<file path="src/rtl/des_sbox_engine.sv">
// Multi-cycle DES substitution engine: S1..S8 over a 48-bit word, LANES lookups per cycle.
// Ports: clk, rst (async active-low), in_valid/in_ready/din[47:0], out_valid/out_ready/dout[31:0], busy.
// Option: define DES_SBOX_PERMUTE_EN to apply the DES P-permutation before dout is loaded.
module des_sbox_engine #(
    parameter int LANES = 8
) (
    input  logic        clk,
    input  logic        rst,
    input  logic        in_valid,
    output logic        in_ready,
    input  logic [47:0] din,
    output logic        out_valid,
    input  logic        out_ready,
    output logic [31:0] dout,
    output logic        busy
);

    localparam int GROUPS = 8 / LANES;

    if (!(LANES == 1 || LANES == 2 || LANES == 4 || LANES == 8)) begin : g_bad_lanes
        $error("des_sbox_engine: LANES must be 1, 2, 4 or 8");
    end

    // Each S-box: four 64-bit rows, column 0 in the top nibble of its row.
    localparam logic [0:7][255:0] SBOX = {
        64'hE4D12FB83A6C5907, 64'h0F74E2D1A6CB9538,
        64'h41E8D62BFC973A50, 64'hFC8249175B3EA06D,
        64'hF18E6B34972DC05A, 64'h3D47F28EC01A69B5,
        64'h0E7BA4D158C6932F, 64'hD8A13F42B67C05E9,
        64'hA09E63F51DC7B428, 64'hD709346A285ECBF1,
        64'hD6498F30B12C5AE7, 64'h1AD069874FE3B52C,
        64'h7DE3069A1285BC4F, 64'hD8B56F03472C1AE9,
        64'hA690CB7DF13E5284, 64'h3F06A1D8945BC72E,
        64'h2C417AB6853FD0E9, 64'hEB2C47D150FA3986,
        64'h421BAD78F9C5630E, 64'hB8C71E2D6F09A453,
        64'hC1AF92680D34E75B, 64'hAF427C9561DE0B38,
        64'h9EF528C3704A1DB6, 64'h432C95FABE17608D,
        64'h4B2EF08D3C975A61, 64'hD0B7491AE35C2F86,
        64'h14BDC37EAF680592, 64'h6BD814A7950FE23C,
        64'hD2846FB1A93E50C7, 64'h1FD8A374C56B0E92,
        64'h7B419CE206ADF358, 64'h21E74A8DFC90356B
    };

    // Entry index is {row, column} = {c[5], c[0], c[4:1]}.
    function automatic logic [3:0] sbox(input logic [2:0] n, input logic [5:0] c);
        logic [255:0] t;
        t = SBOX[n] << {c[5], c[0], c[4:1], 2'b00};
        return t[255:252];
    endfunction

    typedef enum logic [1:0] {
        IDLE,
        BUSY,
        DONE
    } state_t;

    state_t      state;
    logic [2:0]  grp;
    logic [47:0] din_r;
    logic [31:0] acc;
    logic [31:0] acc_nx;
    logic [31:0] res;
    logic        accept;
    logic        last;

    assign in_ready = (state == IDLE) || (state == DONE && out_ready);
    assign accept   = in_valid && in_ready;
    assign last     = (grp == 3'(GROUPS - 1));

    // Only the nibbles of the current group are replaced; the rest hold.
    for (genvar n = 0; n < 8; n++) begin : g_pos
        logic sel;
        assign sel = (3'(n / LANES) == grp);
        assign acc_nx[31-4*n -: 4] = sel ? sbox(3'(n), din_r[47-6*n -: 6])
                                         : acc[31-4*n -: 4];
    end

`ifdef DES_SBOX_PERMUTE_EN
    localparam logic [0:31][5:0] PTAB = {
        6'd16, 6'd7,  6'd20, 6'd21, 6'd29, 6'd12, 6'd28, 6'd17,
        6'd1,  6'd15, 6'd23, 6'd26, 6'd5,  6'd18, 6'd31, 6'd10,
        6'd2,  6'd8,  6'd24, 6'd14, 6'd32, 6'd27, 6'd3,  6'd9,
        6'd19, 6'd13, 6'd30, 6'd6,  6'd22, 6'd11, 6'd4,  6'd25
    };

    // P table numbers bits from 1 at the MSB.
    for (genvar i = 0; i < 32; i++) begin : g_perm
        assign res[31-i] = acc_nx[32-int'(PTAB[i])];
    end
`else
    assign res = acc_nx;
`endif

    always_ff @(posedge clk or negedge rst) begin
        if (!rst) begin
            state     <= IDLE;
            grp       <= '0;
            din_r     <= '0;
            acc       <= '0;
            dout      <= '0;
            out_valid <= 1'b0;
            busy      <= 1'b0;
        end else begin
            unique case (state)
                IDLE: begin
                    if (accept) begin
                        din_r <= din;
                        grp   <= '0;
                        busy  <= 1'b1;
                        state <= BUSY;
                    end
                end
                BUSY: begin
                    acc <= acc_nx;
                    if (last) begin
                        grp       <= '0;
                        dout      <= res;
                        out_valid <= 1'b1;
                        busy      <= 1'b0;
                        state     <= DONE;
                    end else begin
                        grp <= grp + 3'd1;
                    end
                end
                DONE: begin
                    if (out_ready) begin
                        out_valid <= 1'b0;
                        if (accept) begin
                            din_r <= din;
                            grp   <= '0;
                            busy  <= 1'b1;
                            state <= BUSY;
                        end else begin
                            state <= IDLE;
                        end
                    end
                end
                default: begin
                    state <= IDLE;
                end
            endcase
        end
    end

endmodule

</file>
<file path="config.mk">
export PLATFORM = sky130hd
export DESIGN_NAME = des_sbox_engine
export DESIGN_NICKNAME = d
export VERILOG_FILES = /design/src/rtl/des_sbox_engine.sv
export SDC_FILE = /design/constraint.sdc
export NUM_CORES = 1
export LEC_CHECK = 0
export CAP_MARGIN = 20
export CELL_PAD_IN_SITES_DETAIL_PLACEMENT = 0
export CELL_PAD_IN_SITES_GLOBAL_PLACEMENT = 1
export CORE_MARGIN = 8
export CORE_UTILIZATION = 47
export CTS_CLUSTER_SIZE = 8
export DETAILED_ROUTE_END_ITERATION = 10
export GPL_ROUTABILITY_DRIVEN = 0
export MAX_ROUTING_LAYER = met4
export PLACE_DENSITY_LB_ADDON = 0.05
export REMOVE_ABC_BUFFERS = 1
export SYNTH_ARGS = -nofsm -noshare
export SYNTH_HDL_FRONTEND = slang
export SYNTH_SLANG_ARGS = --single-unit
</file>
<file path="constraint.sdc">
create_clock -name clk -period 5.3 [get_ports clk]
set_clock_uncertainty 0.2 [all_clocks]
set_input_delay 0.53 -clock clk [delete_from_list [all_inputs] [get_ports clk]]
set_output_delay 0.53 -clock clk [all_outputs]
set_load 0.005 [all_outputs]
</file>
==> flow_summary.json <==
{
  "cts_made_buffers": 9,
  "critPathKind": "flip-flop to flip-flop",
  "fp.dieH_um": 148,
  "cts_resized": 0,
  "drc_errors": 0,
  "antenna_found_initial": 0,
  "dieArea_sq_mm": 0.0220,
  "period_minus_slack_ns": 2.72,
  "synth.area.top_cells": "dfrtp_1 26%, ha_1 9.9%, o21ai_0 4.7%",
  "drt_iter0_markers": 321,
  "synth_area_sq_mm": 0.00824,
  "coreArea_sq_mm": 0.0172,
  "synth_edf_count": 0,
  "final_nets": 1132,
  "start_util": 0.478,
  "min_path_type": "primary input to async pin",
  "synth_area_leader_cell": "dfrtp_1",
  "finalCritPeriodShare": 0.512,
  "top_level_ports": 87,
  "path_clk_slew_ns": 0.06,
  "cp_data_required_time_ns": 5.38,
  "syn_area_per_cell_sq_um": 8.20,
  "synth-xor-area-share": 0.0181,
  "finalHoldViolations": 2,
  "hpwl_um": 13900,
  "clock_sinks": 87,
  "port_buffers": 86,
  "async_flop_share": 1.00,
  "yosysSeqAreaShare": 0.264,
  "violations": "hold timing",
  "slew_violations": 0,
  "maxCapViolCount": 0,
  "ctsHoldBuffers": 0,
  "cellLeakagePower_nw": 3.81,
  "cts_max_level": 3,
  "synth_compound_area_frac": 0.258,
  "die_x_um": 148,
  "cts_tree": "done",
  "max-slew-margin-rel": 0.338,
  "setup_slack_ns": 2.58,
  "post_drt_wl_per_cell_um": 16.4,
  "drt_wl_total_um": 20500,
  "ir_drop_mv": 0.372,
  "synth_top_area_frac": 0.264,
  "num_rows": 48,
  "grt_first_pass_wirelength_um": 35200,
  "n_antenna_cell": 0,
  "max_clock_freq_ghz": 0.368,
  "cp_max_fo": 12,
  "startpoint_type": "flip-flop",
  "synthSimpleGateAreaFrac": 0.197,
  "drive_gt1_frac": 0.0676,
  "cp-end-kind": "flip-flop",
  "viasPerCell": 5.78,
  "synth_warnings": 0,
  "grt_pass1_vias": 6946,
  "synth_ff_type": "dfrtp_1",
  "grt-ovfl-total": 0,
  "clockRootBuffer": "clkbuf_16",
  "cts_setup_buffers": 0,
  "fin_total_pwr_mw": 6.53,
  "tightestPinTransition_ns": 0.993,
  "drt-pass1-iter-count": 4,
  "grt_max_degree": 86,
  "track_usage": 0.197,
  "ys_seq_elements": 87,
  "setup_tns_ns": 0,
  "dp_slack_ns": 2.48,
  "clockBufferDepth": 2,
  "syn_inst": 1005,
  "synth_top_family_by_area": "compound AO/OA/AOI/OAI gates",
  "synth_cell_type_count": 72,
  "muxShareOfSynthArea": 0.0921,
  "drtAntennaViolNets": 0,
  "setup_viol": 0,
  "vias": 7196,
  "clock_latency_ns": 0.34,
  "area_growth_pct": 13.1,
  "p_per_area_mw_per_mm2": 701,
  "status": "finished with violations",
  "synth_fa_ha_area_frac": 0.0987,
  "grt_setup_unrepaired": "no",
  "hold_ws_ns": -0.00551,
  "arrival_ns": 2.80
}
-- cell families (layout without fill, tap and decap cells) --
family,Yosys count,count (layout)
buffers and inverters,143,158
AO/OA/AOI/OAI,305,305
AND/OR/NAND/NOR,330,330
XOR/XNOR,17,17
multiplexers,58,58
flip-flops,87,87
adder cells (fa/ha/maj),65,65
-- cell type report --
cell class	count	area, sq um
multi-input combinational	775	5480
sequential	87	2180
tap	225	282
fill	1633	7910
clock buffer	13	270
timing repair buffer	89	881
clock inverter	3	40.0
inverter	53	199
-- report_power, final --
part	leakage, nW	internal (mW)	switching, mW
sequential	1.04	0.984	0.941
combinational	2.61	1.99	1.96
clock	0.156	0.403	0.259
-- placed cells by master, fill, tap and decap left out, types with 8 or more instances in the layout --
cell	instances
nand3b_1	10
nor2_1	76
nor2b_1	36
dfrtp_1	87
xor2_1	10
clkdlybuf4s50_1	85
nor3_1	23
nand2b_1	27
nand3_1	16
o21ai_0	77
mux2i_1	23
o311ai_0	9
o21a_1	11
mux2_2	23
a21oi_1	40
ha_1	65
nor3b_1	9
inv_1	51
clkbuf_16	9
a211o_1	9
a31oi_1	9
nand2_1	100
o211ai_1	16
a211oi_1	27
o2111ai_1	8
mux4_2	12
and2_1	10
-- worst max-delay path: stages, from the launching register on --
cell	delay (ns)
dfrtp_1	0.56
inv_1	0.23
ha_1	0.49
inv_1	0.07
mux4_2	0.44
mux4_2	0.47
nand2_1	0.09
o21a_1	0.11
-- per-layer routing --
metal / vias up / global-route usage / routed length (um)
met4: 0 / 0.0520 / 268
met2: 149 / 0.303 / 9520
met5: - / - / 0
met1: 3377 / 0.264 / 9880
li1: 3650 / - / -
met3: 20 / 0.0310 / 811
-- stage by stage --
stage,cell area (sq um),hold slack (ns),cells,util
4_1_cts,9330,0.0134,1245,0.541
2_1_floorplan,7850,0.0344,915,-
5_1_grt,9330,0.0373,1245,0.541
6_report,9330,-0.00551,1245,0.541
3_5_place_dp,9020,0.268,1229,0.523
3_3_place_gp,9020,0.260,1229,0.523
-- Yosys cell counts (all sizes together), types with 23 or more instances --
library cell	instances
nor2	76
nand2b	27
nand2	100
nor2b	36
o21ai	77
a211oi	27
inv	52
a21oi	40
buf	41
clkbuf	49
mux2	23
mux2i	23
ha	65
dfrtp	87
nor3	23
-- path summary, 6_finish.rpt --
kind                       cells past startpoint  slack, ns                  start                     to
hold reg to reg                                2       0.28    dout[2]$_DFFE_PN0P_    dout[2]$_DFFE_PN0P_
setup / recovery                               7       2.58  din_r[38]$_DFFE_PN0P_   dout[24]$_DFFE_PN0P_
min in group clk                               2       0.28    dout[2]$_DFFE_PN0P_    dout[2]$_DFFE_PN0P_
setup reg to reg                               7       2.58  din_r[38]$_DFFE_PN0P_   dout[24]$_DFFE_PN0P_
hold / removal                                 1     -0.006                    rst  din_r[32]$_DFFE_PN0P_
max in group asynchronous                      2       3.89                    rst   dout[30]$_DFFE_PN0P_
-- sequential cells by signal, summed over array words and instances (netlist names) --
| signal | cells |
|---|---|
| busy | 1 |
| state | 2 |
| din_r | 48 |
| grp | 3 |
| dout | 32 |
| out_valid | 1 |
Note: power is estimated with default switching activity, not from simulation.
